==> src/rtl/switch_port.sv <==
// switch_port: CPU-readable input port for slide switches and push-buttons.
// Every raw input is synchronised and debounced. Accepted key presses set
// sticky event flags, and a CPU read clears them. Read word layout:
// {ev[3:0], 2'b00, sw[9:0]}.
module switch_port #(
    parameter  int DB_CYCLES = 50000,
    localparam int CW        = $clog2(DB_CYCLES + 1)
) (
    input  logic        clk,
    input  logic        reset,
    input  logic [9:0]  SW,
    input  logic [3:0]  KEY,
    input  logic        re,
    output logic [15:0] PORTout,
    output logic        irq
);

    localparam int NIN = 14;
    // Idle level of each input: switches off (0), keys released (1).
    localparam logic [NIN-1:0] IDLE_VAL = 14'h3C00;
    localparam logic [CW-1:0]  CNT_MAX  = CW'(DB_CYCLES - 1);
    localparam logic [CW-1:0]  CNT_ZERO = {CW{1'b0}};
    localparam logic [CW-1:0]  CNT_ONE  = CW'(1);

    logic [NIN-1:0] raw_s;
    logic [NIN-1:0] sync1_q;
    logic [NIN-1:0] sync2_q;
    logic [NIN-1:0] deb_q;
    logic [NIN-1:0] deb_d;
    logic [CW-1:0]  cnt_q [NIN];
    logic [CW-1:0]  cnt_d [NIN];
    logic [3:0]     ev_q;
    logic [3:0]     ev_d;
    logic [3:0]     press_s;

    assign raw_s = {KEY, SW};

    // Two-flop synchroniser for every raw input.
    always_ff @(posedge clk or negedge reset) begin
        if (!reset) begin
            sync1_q <= IDLE_VAL;
            sync2_q <= IDLE_VAL;
        end else begin
            sync1_q <= raw_s;
            sync2_q <= sync1_q;
        end
    end

    // Per-input debounce: accept a new level only after it has held for
    // DB_CYCLES consecutive cycles; any matching cycle restarts the count.
    always_comb begin
        deb_d = deb_q;
        for (int i = 0; i < NIN; i++) begin
            cnt_d[i] = CNT_ZERO;
            if (sync2_q[i] == deb_q[i]) begin
                cnt_d[i] = CNT_ZERO;
            end else if (cnt_q[i] == CNT_MAX) begin
                deb_d[i] = sync2_q[i];
                cnt_d[i] = CNT_ZERO;
            end else begin
                cnt_d[i] = cnt_q[i] + CNT_ONE;
            end
        end
    end

    // Event flags: a read clears them, but a press accepted on the same
    // edge wins so that press is still pending for the next read.
    always_comb begin
        press_s = deb_q[13:10] & ~deb_d[13:10];
        if (re) begin
            ev_d = press_s;
        end else begin
            ev_d = ev_q | press_s;
        end
    end

    // Debounced levels, counters and event flags.
    always_ff @(posedge clk or negedge reset) begin
        if (!reset) begin
            deb_q <= IDLE_VAL;
            ev_q  <= 4'h0;
            for (int i = 0; i < NIN; i++) begin
                cnt_q[i] <= CNT_ZERO;
            end
        end else begin
            deb_q <= deb_d;
            ev_q  <= ev_d;
            for (int i = 0; i < NIN; i++) begin
                cnt_q[i] <= cnt_d[i];
            end
        end
    end

    assign PORTout = {ev_q, 2'b00, deb_q[9:0]};
    assign irq     = |ev_q;

endmodule

==> config.mk <==
export PLATFORM = sky130hd
export DESIGN_NAME = switch_port
export DESIGN_NICKNAME = d
export VERILOG_FILES = /design/src/rtl/switch_port.sv
export SDC_FILE = /design/constraint.sdc
export NUM_CORES = 1
export LEC_CHECK = 0
export ABC_CLOCK_PERIOD_IN_PS = 2000
export BUFFER_PORTS_ARGS = -buffer_cell sky130_fd_sc_hd__buf_4
export CAP_MARGIN = 5
export CORE_MARGIN = 5
export CORE_UTILIZATION = 30
export CTS_CLUSTER_SIZE = 25
export DETAILED_ROUTE_END_ITERATION = 6
export SETUP_SLACK_MARGIN = 0.02
export SYNTH_ARGS = -nofsm -noshare
export SYNTH_HDL_FRONTEND = slang
export SYNTH_SLANG_ARGS = --single-unit
export TNS_END_PERCENT = 100
==> constraint.sdc <==
create_clock -name clk -period 2 [get_ports clk]
set_clock_uncertainty 0.2 [all_clocks]
set_input_delay 0.1 -clock clk [delete_from_list [all_inputs] [get_ports clk]]
set_output_delay 0.1 -clock clk [all_outputs]
set_load 0.01 [all_outputs]
**Word level (Yosys, flattened, before mapping)**

Index checks and enable logic that the tools add are counted.

- Register bits: 270
- Output and inout bits: 17
- Input bits: 17

- $add $sub $neg: 14
- Mux-type cells: 37
- Bitwise operators: 13
- Reduce and logical (&&, ||, !) cells: 11
- Equality and inequality tests: 28

Operators by type and width:

| kind | number |
|---|---|
| $mux 16 | 28 |
| $add 16x1->16 const B | 14 |
| $eq 16x16->1 const B | 14 |
| $reduce_and 2->1 | 10 |
| $eq 1x1->1 | 14 |
| $not 1->1 | 10 |
| $mux 1 | 8 |
| $and 4x4->4 | 1 |
| $mux 4 | 1 |
| $not 4->4 | 1 |
| $or 4x4->4 | 1 |
| $reduce_or 4->1 | 1 |

**Longest topological paths before layout**

Gate-level depths: netlist of run 1.

- Depth after elaboration: 7
- Gate-level depth with buffers: 6
- Depth with buffers taken out: 5

**Worst setup path after synthesis of run 1**

No wires, ideal clock.

- Path kind: register to register
- From: register cnt_q[197] (netlist name)
- To: register cnt_q[204] (netlist name)
- Stages on the path, launching flop included: 6
- Data arrival time: 1.821 ns
- Buffers on the path: 1
- Setup slack: -0.140 ns
- Path through: dfrtp_1 -> or4b_1 -> or3_4 -> o41ai_4 -> buf_6 -> nor2_1

RTL lines:

| what | line | RTL |
|---|---|---|
| from (decl) | 30 | `logic [CW-1:0] cnt_q [NIN];` |
| from (signal, indexed assignment) | 89 | `cnt_q[i] <= cnt_d[i];` |

**Worst setup path after layout of run 1**

- From: register cnt_q[45] (netlist name)
- To: register deb_q[11]

- Word-level cells in the longest chain between the ends: 3

RTL lines:

| what | line | RTL |
|---|---|---|
| $eq 16x16->1 | 57 | `end else if (cnt_q[i] == CNT_MAX) begin` |
| $mux 1 | 57 |  |
| $mux 1 | 55 | `if (sync2_q[i] == deb_q[i]) begin` |
| named net deb_d[11] | 29 | `logic [NIN-1:0] deb_d;` |
| to (signal assigned) | 80 | `deb_q <= IDLE_VAL;` |
| to (signal assigned) | 86 | `deb_q <= deb_d;` |
| to (decl) | 28 | `logic [NIN-1:0] deb_q;` |

The timed path passes the listed nets, and every way through them passes these cells.
A chain may end at the register's enable or synchronous reset.

==> results of run 1 <==
==> sequential cells by signal, summed over array words and instances, names as in the netlist <==
register,count
ev_q,4
deb_q,14
sync2_q,14
cnt_q,224
sync1_q,14
==> tightest hold or removal path: stages <==
cell           delay (ps)
dlygate4sd3_1         520
buf_4                 130
o32ai_1                60
==> power breakdown <==
part	switching, mW	internal (mW)
Clock	2.20	3.57
Sequential	0.0917	5.57
Combinational	0.271	0.200
Total	2.56	9.34
==> final cells by class <==
type	count	area (um2)	share of cell area (%)
clock buffer	43	881	5.68
clock inverter	14	180	1.16
inverter	49	184	1.19
multi-input combinational	861	5600	36.1
sequential	270	6770	43.7
tap	532	666	4.29
timing repair buffer	138	1230	7.95
==> per-layer routing <==
metal	up-vias	part of all wire (%)	GRT usage [%]
met5	-	0	0
met4	0	1.7	2.68
met3	29	3.6	1.98
met2	85	47	17.5
met1	4336	47	13.9
li1	4417	-	-
==> what timing repair did <==
action / in CTS / in global routing
buffers inserted: 1 / 6
setup endpoints to repair: 66 / 84
gates cloned: 2 / 2
pin swaps: 15 / 7
hold buffers: 32 / 0
resized for setup: 21 / 33
hold endpoints to repair: 288 / 0
==> final timing paths <==
kind | to | from | cells after the start | slack [ps]
setup / recovery | deb_q[11] | cnt_q[45] | 3 | -120
hold / removal | ev_q[3] | re | 3 | 100
setup reg to reg | deb_q[11] | cnt_q[45] | 3 | -120
hold reg to reg | sync2_q[8] | sync1_q[8] | 0 | 140
max in group asynchronous | deb_q[10] | reset | 4 | 680
min in group asynchronous | cnt_q[22] | reset | 4 | 490
==> layout by cell type (no fill, tap or decap), types with 7 or more instances in the layout <==
cell type / Yosys / routed
dfrtp_1: 258 / 258
clkinv_2: 0 / 7
nor2_2: 0 / 26
dlygate4sd3_1: 0 / 31
nor4_1: 59 / 58
nand2_1: 44 / 44
xor2_1: 43 / 43
buf_4: 15 / 96
clkbuf_16: 0 / 32
nor3_1: 51 / 50
ha_1: 14 / 14
nor2_4: 0 / 8
buf_12: 0 / 7
nand4_1: 58 / 58
xnor2_1: 163 / 163
and3_1: 20 / 19
nor4bb_1: 13 / 13
nor2_1: 240 / 206
dfstp_2: 12 / 12
mux2_2: 11 / 11
nand3_1: 81 / 81
inv_1: 49 / 49
==> through the flow <==
stage / instances / hold slack [ps]
floorplan: 1203 / -396
global placement: 1807 / -193
detailed placement: 1807 / -193
CTS: 1899 / 67.8
global route: 1907 / 88.7
finish: 1907 / 103
==> cell families after synthesis <==
logic type                 after synthesis  share of synthesized area (%)
AOI/OAI and AO/OA                       15                           1.10
adders and majority gates               14                           1.41
DFF                                    270                           54.4
and+or+nand+nor                        607                           24.6
buffers and inverters                   75                           2.78
xor gates and xnor gates               206                           14.5
muxes                                   14                           1.27
other                                    1                         0.0301
==> parameters.txt, run 1 <==
Parameter                              Value

Run status
  Status    finished with violations
  Failing checks    negative setup slack

Clock tree
  Clock sink total    270
  Maximum buffer depth of the clock tree    3
  Insertion delay to the later sink of the worst-skew pair    560 ps
  TritonCTS clock tree    built
  TritonCTS Buffers    31
  CTS clock-pin slew for the worst setup and hold paths    60 ps
  H-tree depth reported by CTS    1
  Root Buffer    clkbuf_16

Worst setup path
  Critical path cell sequence    or4bb_1, or4_4, mux2_4
  Highest cell delay on the worst timing path    640 ps
  Required time at the endpoint of the critical path    2290 ps
  Startpoint kind of the worst setup timing path    flip-flop
  Maximum fanout encountered on the critical timing path    5
  Arrival time reported for the critical path endpoint    2410 ps
  Critical path buffers and inverters    0
  Critical Setup Path Class    flip-flop to flip-flop
  Type of element capturing the critical path    flip-flop
  Max stage delay cell, worst path    or4_4
  Top cell family by delay on the critical path    simple AND/OR/NAND/NOR gates

Place
  Number of input and output port buffers inserted    31
  Worst setup slack after placement    -153 ps
  Weighted congestion at the end of routability-driven global placement    0.785
  HPWL after detailed placement    15,100 um
  Cell Area, Placed    13,800 um2

Global route
  Vias in the first global route    8,904
  Initial antenna violation count    0
  Maximum number of pins on one net before global-route repair    75
  Grt total ovfl    0
  Combined global-route utilization of all metal layers    10.4%
  Global-route wire length before repair    41,200 um

Synth
  Cells taking the most area after synthesis    dfrtp_1, xnor2_1, nor2_1
  Number of synthesized register bits    270
  Area share of the largest cell type after synthesis    51.8%
  Commonest cells post-synth    dfrtp_1, nor2_1, xnor2_1
  Leading area contributor after synthesis    dfrtp_1
  Most used DFF post-synth    dfrtp_1
  Post-Synthesis Mean Instance Area    10.4 um2
  Total of warnings raised by yosys    0
  Synthesized netlist cell count    1,202
  Post-Synthesis Cell Area    12,500 um2
  Fraction of synthesis flops using an asynchronous set or reset pin    100%
  Share of synthesized area occupied by flip-flops and latches    54.4%
  Number of synthesized flops with an enable pin    0
  Most frequent cell after synthesis    dfrtp_1
  Count of different cell masters after synthesis    46

Flow run
  Maximum Capacitance Violations    0

Timing
  Final period demand of the worst path    2120 ps
  Worst-margin pin slew    873 ps
  Headroom to the max-slew limit    41.6%
  Unrepaired setup endpoints after global routing    true
  Final-layout setup total negative slack    -2660 ps
  Final Hold Violating Endpoints    0
  Slack of the critical path    -123 ps
  Final critical-path share of the clock period    106%
  Highest clock rate    0.471 GHz
  Final Max Slew Viols    0
  Count of endpoints failing setup in the final report    61

Drt
  Number of nets with antenna violations after routing    0
  Post-Route WL    23,300 um
  Post-detailed-route via-to-cell ratio    4.65
  Vias after detailed routing    8,867
  Remaining routing DRC violations    0
  Drt initial violations    434
  WL/cell    12.2 um
  DRT Pass-1 Iters    4

Cells and area
  Post-layout net count    1,382
  Final standard cell utilization of the core    37.9%
  Area growth from synthesis to layout    24.6%
  Number of antenna diodes    0
  Final Cell Area    15,500 um2
  Layout cell share with drive strength beyond 1    17.5%
  Final-layout fill cell count    4,009

Floorplan
  Count of boundary I/O pins    34
  Area enclosed by the die boundary    45,700 um2
  Initial standard-cell utilization of the core    30.4%
  Die span in x    214 um
  Standard-cell rows    74
  Core box area    40,900 um2
  Die Span Y    214 um

Pwr
  Overall power consumption    11.9 mW
  Leakage component of the power    6.25 nW
  Largest voltage drop on the vdd net    0.000782 V
  Power density normalized to cell area    768 nW/um2

Min path
  Type of the worst min-delay path    input port to flip-flop
No activity file was read; power rests on OpenSTA's default activity.
==> inputs of run 2 (changes only) <==
ABC_AREA = 1   (was unset)
TNS_END_PERCENT = 1   (was 100)
==> run 2 against run 1 <==
The run now ends clean. Critical path depth did not move. Final cell count grew 27%. Sequential cell count stayed put. Non-clock buffer count is 68 lower. Worst hold slack lost 13 ps. Sequential share of layout area fell by 1.7 points. Critical endpoint is now irq.
==> parameters.txt, run 2 <==
Parameter                              Value

Place
  Weighted congestion at the end of routability-driven global placement    0.854 (+8.8%)
  Number of input and output port buffers inserted    31 (unchanged)
  Worst setup slack after placement    205 ps (+357 ps)
  HPWL after detailed placement    18,700 um (+24%)

Flow run
  Maximum Capacitance Violations    0 (unchanged)

Floorplan
  Standard-cell rows    78 (+5.4%)
  Area enclosed by the die boundary    50,300 um2 (+10%)
  Count of boundary I/O pins    34 (unchanged)
  Initial standard-cell utilization of the core    30.3% (-0.091 points)
  Core box area    45,400 um2 (+11%)
  Die Span Y    224 um (+4.9%)
  Die span in x    224 um (+4.9%)

Timing
  Smallest hold slack    90.1 ps (-13.1 ps)
  Final period demand of the worst path    1830 ps (-289 ps)
  Final Hold Violating Endpoints    0 (unchanged)
  Final critical-path share of the clock period    91.7% (-14 points)
  Highest clock rate    0.545 GHz (+16%)
  Slack of the critical path    166 ps (+289 ps)
  Final-layout setup total negative slack    0 ps (+2660 ps)
  Unrepaired setup endpoints after global routing    false
  Final Max Slew Viols    0 (unchanged)
  Count of endpoints failing setup in the final report    0 (-100%)

Global route
  Initial antenna violation count    0 (unchanged)
  Maximum number of pins on one net before global-route repair    55 (-27%)
  Global-route wire length before repair    47,300 um (+15%)
  Combined global-route utilization of all metal layers    10.7% (+0.27 points)
  Grt total ovfl    0 (unchanged)
  Vias in the first global route    10,503 (+18%)

Synth
  Count of different cell masters after synthesis    37 (-20%)
  Dominant combinational cell family by area after synthesis    simple AND/OR/NAND/NOR gates
  Share of synthesized area occupied by flip-flops and latches    49.2% (-5.2 points)
  Number of synthesized register bits    270 (unchanged)
  Post-synthesis share of cell area spent on and, or, nand and nor gates    33.3% (+8.8 points)
  Most frequent cell after synthesis    nor2_1
  Post-Synthesis Mean Instance Area    8.03 um2 (-22%)
  Compound-gate portion of the synthesized area    3.88% (+2.8 points)
  Leading area contributor after synthesis    dfrtp_1
  Total of warnings raised by yosys    0 (unchanged)
  Post-Synthesis Cell Area    13,800 um2 (+11%)
  Parity-gate share of the synthesized area counting xor and xnor cells    6.23% (-8.3 points)
  Area share of the largest cell type after synthesis    46.9% (-5.0 points)
  Share of synthesized area spent on multiplexers    0% (-1.3 points)
  Most used DFF post-synth    dfrtp_1
  Commonest cells post-synth    nor2_1, nand2_1, dfrtp_1
  Number of synthesized flops with an enable pin    0 (unchanged)
  Fraction of synthesis flops using an asynchronous set or reset pin    100% (unchanged)
  Synthesized netlist cell count    1,714 (+43%)
  Cells taking the most area after synthesis    dfrtp_1, nor2_1, nand2_1
  Share of synthesized cell area in full adder, half adder and majority cells    1.27% (-0.13 points)

Worst setup path
  Critical path buffers and inverters    2 (+2)
  Type of element capturing the critical path    primary output
  Startpoint kind of the worst setup timing path    flip-flop
  Arrival time reported for the critical path endpoint    1530 ps (-880 ps)
  Required time at the endpoint of the critical path    1700 ps (-590 ps)
  Critical path cell sequence    inv_1, nand4_1, buf_4
  Max stage delay cell, worst path    dfrtp_1
  Top cell family by delay on the critical path    flip-flops
  Maximum fanout encountered on the critical timing path    2 (-3)
  Critical Setup Path Class    flip-flop to primary output
  Highest cell delay on the worst timing path    450 ps (-190 ps)

Cells and area
  Area growth from synthesis to layout    17.3%
  Leading cell type in the layout, fill and taps excluded    nor2_1
  Final standard cell utilization of the core    35.6% (-2.3 points)
  Commonest non-fill, non-tap cells in the layout    nor2_1, nand2_1, dfrtp_1
  Most flop-heavy register    cnt_q
  Layout cell share with drive strength beyond 1    11.1% (-6.5 points)
  Post-layout net count    1,834 (+33%)
  Number of flip-flops under the largest register name    224 (unchanged)
  Number of antenna diodes    0 (unchanged)

Clock tree
  Insertion delay to the later sink of the worst-skew pair    580 ps (+20 ps)
  Maximum buffer depth of the clock tree    3 (unchanged)
  Post-CTS resize count    0 (-100%)
  Clock sink total    270 (unchanged)
  TritonCTS clock tree    built
  H-tree depth reported by CTS    1 (unchanged)
  Root Buffer    clkbuf_16
  TritonCTS Buffers    31 (unchanged)
  CTS clock-pin slew for the worst setup and hold paths    60 ps (about the same)
  Post-CTS setup-driven buffer insertion count    0 (-1)

Drt
  Number of nets with antenna violations after routing    0 (unchanged)
  WL/cell    10.9 um (-11%)
  Post-detailed-route via-to-cell ratio    4.38 (-5.8%)
  Post-Route WL    26,300 um (+13%)
  Vias after detailed routing    10,630 (+20%)
  DRT Pass-1 Iters    5 (+1)
  Remaining routing DRC violations    0 (unchanged)
  Drt initial violations    545 (+26%)

Min path
  Type of the worst min-delay path    input port to flip-flop

Pwr
  Largest voltage drop on the vdd net    0.000660 V (-16%)
  Switching Power    2.71 mW (+5.7%)
  Leakage component of the power    7.05 nW (+13%)
  Power Internal    9.30 mW (-0.49%)
  Clock power frac    49.1% (+0.6 points)
  Combinational Power Share    3.9% (about the same)
  Power density normalized to cell area    744 nW/um2 (-3.1%)
  Net switching fraction of the power    22.6% (+1.0 points)
  Part of the total power dissipated in sequential elements    47.0% (-0.5 points)

Run status
  Status    completed
## run 2: changes by cell type in the layout (fill, tap and decap cells not counted), sizes merged, moves of 17 or more
cell    before  now
a21oi        4   59
and3        21    0
buf        106   39
inv         50  193
nand2       48  368
nand3       81  118
nand4       58   25
nor2       240  437
nor3b        0   19
nor4        59    0
o21bai       0   17
xnor2      163   37
xor2        43   60
## run 2: path summary, 6_finish.rpt
path	depth (start not counted)	start	to	slack, ps
worst min-delay path	3	re	ev_q[2]	90
max in group asynchronous	4	reset	cnt_q[77]	550
worst max register to register	7	cnt_q[112]	cnt_q[122]	210
min in group asynchronous	3	reset	cnt_q[201]	370
worst min register to register	0	sync1_q[2]	sync2_q[2]	150
worst max-delay path	3	ev_q[1]	irq	170
## run 2: power groups by stage
stage,Clock [mW],Combinational (mW),Sequential [mW]
CTS,6.15,0.491,5.64
global route,6.37,0.556,5.65
finish,5.89,0.471,5.64
detailed placement,0,0.442,5.74
global placement,0,0.432,5.73
floorplan,0,0.222,5.72
## run 2: through the flow
stage	power [mW]	std cells	area, um2
2_1_floorplan	5.95	1715	13800
6_report	12.0	2427	16100
3_5_place_dp	6.18	2339	14800
3_3_place_gp	6.17	2339	14800
4_1_cts	12.3	2427	16100
5_1_grt	12.6	2427	16100
## run 2: cells by family (layout without fill, tap and decap cells)
group,Yosys count,count (layout)
buffers and inverters,208,320
AO/OA/AOI/OAI,95,95
other,1,2
flip-flops,270,270
AND/OR/NAND/NOR,1029,1029
adder cells (fa/ha/maj),14,14
XOR/XNOR,97,97
## run 2: cell type report
class / instances / area, um2
Fill cell: 4657 / 29200
Sequential cell: 270 / 6770
Multi-Input combinational cell: 1237 / 6160
Clock buffer: 39 / 856
Tap cell: 600 / 751
Inverter: 193 / 724
Timing Repair Buffer: 70 / 661
Clock inverter: 18 / 224
## run 2: tightest hold or removal path, stage by stage
cell and delay [ps]:
dlygate4sd3_1 520, buf_4 130, o21ai_0 70
## run 2: what timing repair did
item                                    4_1_cts  5_1_grt
hold endpoints to repair                    288        0
hold buffers                                 31        0
endpoints found under the setup margin        0        0
## run 2: per-layer routing
layer / wire (um) / GRT usage (%)
met5: 0 / 0
met4: 661 / 2.97
met2: 11700 / 17.4
met3: 698 / 1.70
met1: 13300 / 14.9
